[config.mk]
export PLATFORM = sky130hd
export DESIGN_NAME = clk_div_prog
export DESIGN_NICKNAME = d
export VERILOG_FILES = /design/src/rtl/clk_div_pkg.sv /design/src/rtl/clk_div_negq.sv /design/src/rtl/clk_div_prog.sv
export SDC_FILE = /design/constraint.sdc
export NUM_CORES = 1
export LEC_CHECK = 0
export BUFFER_PORTS_ARGS = -buffer_cell sky130_fd_sc_hd__buf_2
export CAP_MARGIN = 25
export CORE_ASPECT_RATIO = 2
export CORE_UTILIZATION = 54
export CTS_CLUSTER_SIZE = 28
export DETAILED_ROUTE_END_ITERATION = 6
export PLACE_DENSITY = 0.83
export RECOVER_POWER = 25
export SKIP_CTS_REPAIR_TIMING = 1
export SYNTH_ARGS = -nofsm -noshare
export SYNTH_HDL_FRONTEND = slang
export SYNTH_SLANG_ARGS = --single-unit
[constraint.sdc]
create_clock -name clkin -period 3.7 [get_ports clkin]
set_input_delay 0 -clock clkin [delete_from_list [all_inputs] [get_ports clkin]]
set_output_delay 0 -clock clkin [all_outputs]
set_load 0.005 [all_outputs]
[src/rtl/clk_div_pkg.sv]
// Shared definitions for the programmable clock divider: FSM state encoding
// and default parameter values.
package clk_div_pkg;

  localparam int unsigned CLK_DIV_W_DEF       = 8;
  localparam int unsigned CLK_DIV_DEFAULT_DIV = 5;

  typedef enum logic [1:0] {
    ST_IDLE  = 2'd0,
    ST_RUN   = 2'd1,
    ST_DRAIN = 2'd2
  } div_state_e;

endpackage

[src/rtl/clk_div_negq.sv]
// Negedge retiming flop: delays the posedge phase by half a clkin period so
// odd ratios can produce a high time of N/2 cycles.
module clk_div_negq (
  input  logic i_clk,
  input  logic i_rst,
  input  logic i_d,
  output logic o_q
);

  logic r_q;

  always_ff @(negedge i_clk) begin
    if (i_rst) r_q <= 1'b0;
    else       r_q <= i_d;
  end

  assign o_q = r_q;

endmodule

[src/rtl/clk_div_prog.sv]
// Programmable 50%-duty clock divider with glitch-free ratio updates applied
// only at period boundaries, a run/drain control FSM and an N==1 bypass.
module clk_div_prog
  import clk_div_pkg::*;
#(
  parameter int unsigned W           = CLK_DIV_W_DEF,
  parameter int unsigned DEFAULT_DIV = CLK_DIV_DEFAULT_DIV
) (
  input  logic         clkin,
  input  logic         rst,
  input  logic         en,
  input  logic [W-1:0] div_n,
  input  logic         div_load,
  output logic         clkout,
  output logic         tick,
  output logic         cfg_pend,
  output logic         cfg_err,
  output logic         running
);

  localparam logic [W-1:0] ONE   = W'(1);
  localparam logic [W:0]   ONE_X = (W+1)'(1);

  div_state_e   r_state,    w_state_nxt;
  logic [W-1:0] r_cnt,      w_cnt_nxt;
  logic [W-1:0] r_div,      w_div_nxt;
  logic [W-1:0] r_pend_div, w_pend_div_nxt;
  logic         r_pend,     w_pend_nxt;
  logic         r_pq,       w_pq_nxt;
  logic         r_cfg_err;
  logic [W:0]   w_half;
  logic         w_wrap, w_apply, w_load_ok, w_bypass, w_nq, w_pq_to_neg;

  assign w_wrap    = (r_cnt == (r_div - ONE));
  // Idle applies a pending ratio straight away; otherwise only on the wrap.
  assign w_apply   = (r_state == ST_IDLE) || w_wrap;
  assign w_load_ok = div_load && (div_n != '0);

  // NOTE: every variable gets a default at the top of always_comb so no path
  // leaves it unassigned, which would infer a latch.
  always_comb begin
    w_state_nxt    = r_state;
    w_cnt_nxt      = r_cnt;
    w_div_nxt      = r_div;
    w_pend_nxt     = r_pend;
    w_pend_div_nxt = r_pend_div;

    if (w_apply) begin
      w_pend_nxt = 1'b0;
      if (r_pend) w_div_nxt = r_pend_div;
    end
    // A load landing on a boundary waits for the next one (last write wins).
    if (w_load_ok) begin
      w_pend_nxt     = 1'b1;
      w_pend_div_nxt = div_n;
    end

    unique case (r_state)
      ST_IDLE: begin
        w_cnt_nxt = '0;
        if (en) w_state_nxt = ST_RUN;
      end
      ST_RUN: begin
        w_cnt_nxt = w_wrap ? '0 : r_cnt + ONE;
        if (!en) w_state_nxt = ST_DRAIN;
      end
      ST_DRAIN: begin
        w_cnt_nxt = w_wrap ? '0 : r_cnt + ONE;
        if (en)          w_state_nxt = ST_RUN;
        else if (w_wrap) w_state_nxt = ST_IDLE;
      end
      default: begin
        w_state_nxt = ST_IDLE;
        w_cnt_nxt   = '0;
      end
    endcase

    w_half   = ({1'b0, w_div_nxt} + ONE_X) >> 1;
    w_pq_nxt = (w_state_nxt != ST_IDLE) && ({1'b0, w_cnt_nxt} < w_half);
  end

  // NOTE: sequential state uses non-blocking assignments so every flop
  // samples the pre-edge values, independent of statement order.
  always_ff @(posedge clkin) begin
    if (rst) begin
      r_state    <= ST_IDLE;
      r_cnt      <= '0;
      r_pq       <= 1'b0;
      r_div      <= W'(DEFAULT_DIV);
      r_pend_div <= '0;
      r_pend     <= 1'b0;
      r_cfg_err  <= 1'b0;
    end else begin
      r_state    <= w_state_nxt;
      r_cnt      <= w_cnt_nxt;
      r_pq       <= w_pq_nxt;
      r_div      <= w_div_nxt;
      r_pend_div <= w_pend_div_nxt;
      r_pend     <= w_pend_nxt;
      r_cfg_err  <= div_load && (div_n == '0);
    end
  end

  // Keep nq low during bypass so a switch to an odd ratio starts at the negedge.
  assign w_pq_to_neg = r_pq && (r_div != ONE);

  clk_div_negq u_negq (
    .i_clk (clkin),
    .i_rst (rst),
    .i_d   (w_pq_to_neg),
    .o_q   (w_nq)
  );

  assign w_bypass = (r_state != ST_IDLE) && (r_div == ONE);
  assign clkout   = w_bypass ? clkin : (r_div[0] ? (r_pq & w_nq) : r_pq);
  assign running  = (r_state != ST_IDLE);
  assign tick     = running && (r_cnt == '0);
  assign cfg_pend = r_pend;
  assign cfg_err  = r_cfg_err;

endmodule

==> impl_results.md <==
- Status: finished, final reports clean
- Ant. Diodes: 0
- CP required: 3.91 ns
- Largest cells by area after synthesis: dfxtp_1 (29%), ha_1 (9.5%), xnor2_1 (7.9%)
- RR Endpoint: r_pq
- Setup TNS: 0 ns
- WP data arrival: 3.68 ns
- Final WS setup: 0.225 ns
- Slew HR: 51.0%
- DP Wirelength: 4170 µm
- Reg2Reg Depth: 18
- Hold crit path type: in2reg
- Largest delay share family, worst path: compound AO/OA/AOI/OAI gates
- Vias per cell: 5.99
- Flop-to-flop setup slack: 0.22 ns
- Initial DRC count: 100
- Cell count after synthesis: 261
- Post-Synthesis Cell Area: 0.00211 mm²
- Top Ports: 17
- Setup crit start kind: flip-flop
- Initial antenna violation count: 0
- CTS H-tree lvls: 2
- Fin. Hold Viols: 0
- R2R Path Start: r_div[1]
- Layout fillers: 296
- Placed inst area: 0.00230 mm²
- Die width: 46.2 µm
- CP Class: reg2reg
- CTS root buf: clkbuf_8
- Hold Crit Start: div_n[2]
- LEAKAGE: 1.02 nW
- Post-synthesis sequential area ratio: 28.5%
- Clk_skew: 0.0573 ns
- Nets: 327
- CTS clock-pin slew for the worst setup and hold paths: 0.07 ns
- Core Area: 0.00368 mm²
- Largest area contributor in the netlist: dfxtp_1
- Max clock buf depth: 2
- Syn nets: 289
- Worst-margin pin slew: 0.729 ns
- Gr ovfl total: 0
- Critical path cell sequence: inv_1 -> ha_1 -> xnor2_1 -> nor4_4 -> a31oi_2 -> o21ai_2 -> nand2_1 -> ha_4 -> or2b_1 -> a2bb2oi_1 -> nor2_1 -> ha_1 -> nor2b_1 -> o21ai_1 -> nand2b_1 -> a21oi_1 -> o211ai_1 -> a221oi_2
- Die area: 0.00417 mm²
- Final period util: 93.9%
- CP endpoint kind: flip-flop
- CP max stage delay: 0.34 ns
- Total CTS buffers: 5
- Top cell by count, worst path: ha_1
- Synthesized area per cell: 8.07 µm²
- Async SR Flop Fraction: 0%
- Mean routed wirelength per cell: 16.3 µm
- Vias: 2089
- Row cnt: 31
- Detailed Route WL: 5700 µm
- Effective utilization at floorplan: 57.2%
- Pins Over Slew Limit: 0
- Detail Route Antenna Nets: 0
- Hold Path End: r_pend_div[2]
- EDFF count, synth: 0
- Top cell type's share of synthesized area: 28.5%
- Global Route Usage Sum: 29.2%
- Hold depth: 3
- Maxcap violations: 0
- Crit-path slowest cell: dfxtp_1
- Port bufs: 16
- Flops & latches, synth: 30
- Final estimated routing congestion in global placement: 0.981
- Area grow syn2layout: 22.5%
- Worst path buffer plus inverter count: 1
- CTS tree: yes
- # setup viols final: 0
- Fmax: 288 MHz
- Worst skew pair latency: 0.34 ns
- Share of layout cells above drive strength 1: 21.7%
- Die Y: 90.3 µm
- Maximum VDD drop: 0.410 mV
- CP Max Fanout: 6
- Yosys cell types: 48
- DRT Pass-1 Iters: 4
- Pwr dens: 348 mW/mm²
- Global-route wire length before repair: 8780 µm
- Finished Cell Area: 0.00258 mm²
- Vias in the first global route: 1966
- Main synth FF type: dfxtp_1
- Minimum clock period: 3.48 ns
- Largest net degree at the start of global routing: 20
- Syn. warnings: 0
- Post-route DRC: 0
- Dpl ws: -0.128 ns
[cell usage in the layout (no fill, tap or decap), types with 3 or more instances in the layout]
| cell type | instances |
|---|---|
| a21oi_1 | 15 |
| and3_1 | 3 |
| buf_2 | 16 |
| buf_4 | 19 |
| clkbuf_1 | 3 |
| clkbuf_8 | 5 |
| dfxtp_1 | 27 |
| dfxtp_2 | 3 |
| dlygate4sd3_1 | 7 |
| ha_1 | 15 |
| inv_1 | 15 |
| mux2i_1 | 3 |
| nand2_1 | 27 |
| nand2b_1 | 3 |
| nand3_1 | 9 |
| nand4_1 | 6 |
| nor2_1 | 24 |
| nor3_1 | 5 |
| nor4_1 | 3 |
| o211ai_1 | 9 |
| o21ai_0 | 11 |
| o21ai_1 | 3 |
| o21ai_2 | 3 |
| xnor2_1 | 18 |
| xor2_1 | 7 |
[where the power goes]
group | switching, W | total (W) | internal [W]
clock | 0.000128 | 0.000263 | 0.000135
combinational | 0.000150 | 0.000270 | 0.000119
sequential | 0.0000241 | 0.000365 | 0.000341
total | 0.000302 | 0.000898 | 0.000596
[cells in the mapped netlist, types with 3 or more instances]
cell type and count:
dfxtp_1 30, nand2_1 27, nor2_1 25, xnor2_1 19
a21oi_1 16, ha_1 16, o21ai_0 16, inv_1 14
nand3_1 10, o211ai_1 9, xor2_1 7, clkbuf_1 6
nand4_1 6, nor3_1 6, nor4_1 4, a31oi_1 3
and3_1 3, mux2i_1 3, nand2b_1 3, o31ai_1 3
[worst register-to-register path, cell delays in order (launching register included)]
cell       delay, ns
dfxtp_1         0.34
inv_1           0.08
ha_1            0.30
xnor2_1         0.17
nor4_4          0.30
a31oi_2         0.21
o21ai_2         0.21
nand2_1         0.11
ha_4            0.19
or2b_1          0.23
a2bb2oi_1       0.15
nor2_1          0.07
ha_1            0.28
nor2b_1         0.14
o21ai_1         0.11
nand2b_1        0.07
a21oi_1         0.15
o211ai_1        0.11
a221oi_2        0.17
[flip-flops by register name, indices dropped and copies added (netlist names)]
register and flops:
u_negq.o_q 1, r_pq 1, cfg_err 1, r_div 8
r_cnt 8, cfg_pend 1, r_pend_div 8, r_state 2
[cells by family after synthesis]
kind of cell / after synthesis / share of synthesized area, %
fa+ha+maj: 16 / 9.50
simple gates: 98 / 23.8
mux: 5 / 2.85
flops: 30 / 28.5
xor+xnor: 27 / 11.6
compound gates: 58 / 17.8
buf+inv: 27 / 6.00
[per-stage QoR]
stage               power (W)  hold WS, ns  std cells  utilization (%)
floorplan            0.000529        0.136        261                -
global route         0.000946       0.0294        349             70.1
CTS                  0.000864      -0.0403        339             64.8
global placement     0.000607        0.254        330             62.5
detailed placement   0.000612        0.259        330             62.5
finish               0.000898       0.0164        349             70.1
[metal layers]
metal	vias up	GRT usage (%)	part of all wire [%]
met5	-	0	0
met4	0	21.3	6.6
met3	32	6.20	3.8
met2	75	51.4	55
met1	984	26.2	34
li1	998	-	-
[cell type report]
cell class / instances / area [µm²] / area share [%]
Clock buffer: 8 / 81.3 / 3.15
Sequential cell: 30 / 604 / 23.4
Multi-Input combinational cell: 204 / 1480 / 57.4
Clock inverter: 3 / 11.3 / 0.436
Timing Repair Buffer: 42 / 292 / 11.3
Tap cell: 49 / 61.3 / 2.38
Inverter: 13 / 48.8 / 1.89
[how the worst max path moves through the flow]
stage,startpoint,end,cells past startpoint
2_1_floorplan,r_div[0],r_pq,20
3_3_place_gp,r_div[3],r_pq,18
3_5_place_dp,r_div[1],r_pq,20
4_1_cts,r_div[3],r_pq,18
5_1_grt,r_div[1],r_pq,19
6_report,r_div[1],r_pq,18
Note: power is estimated with default switching activity, not from simulation.
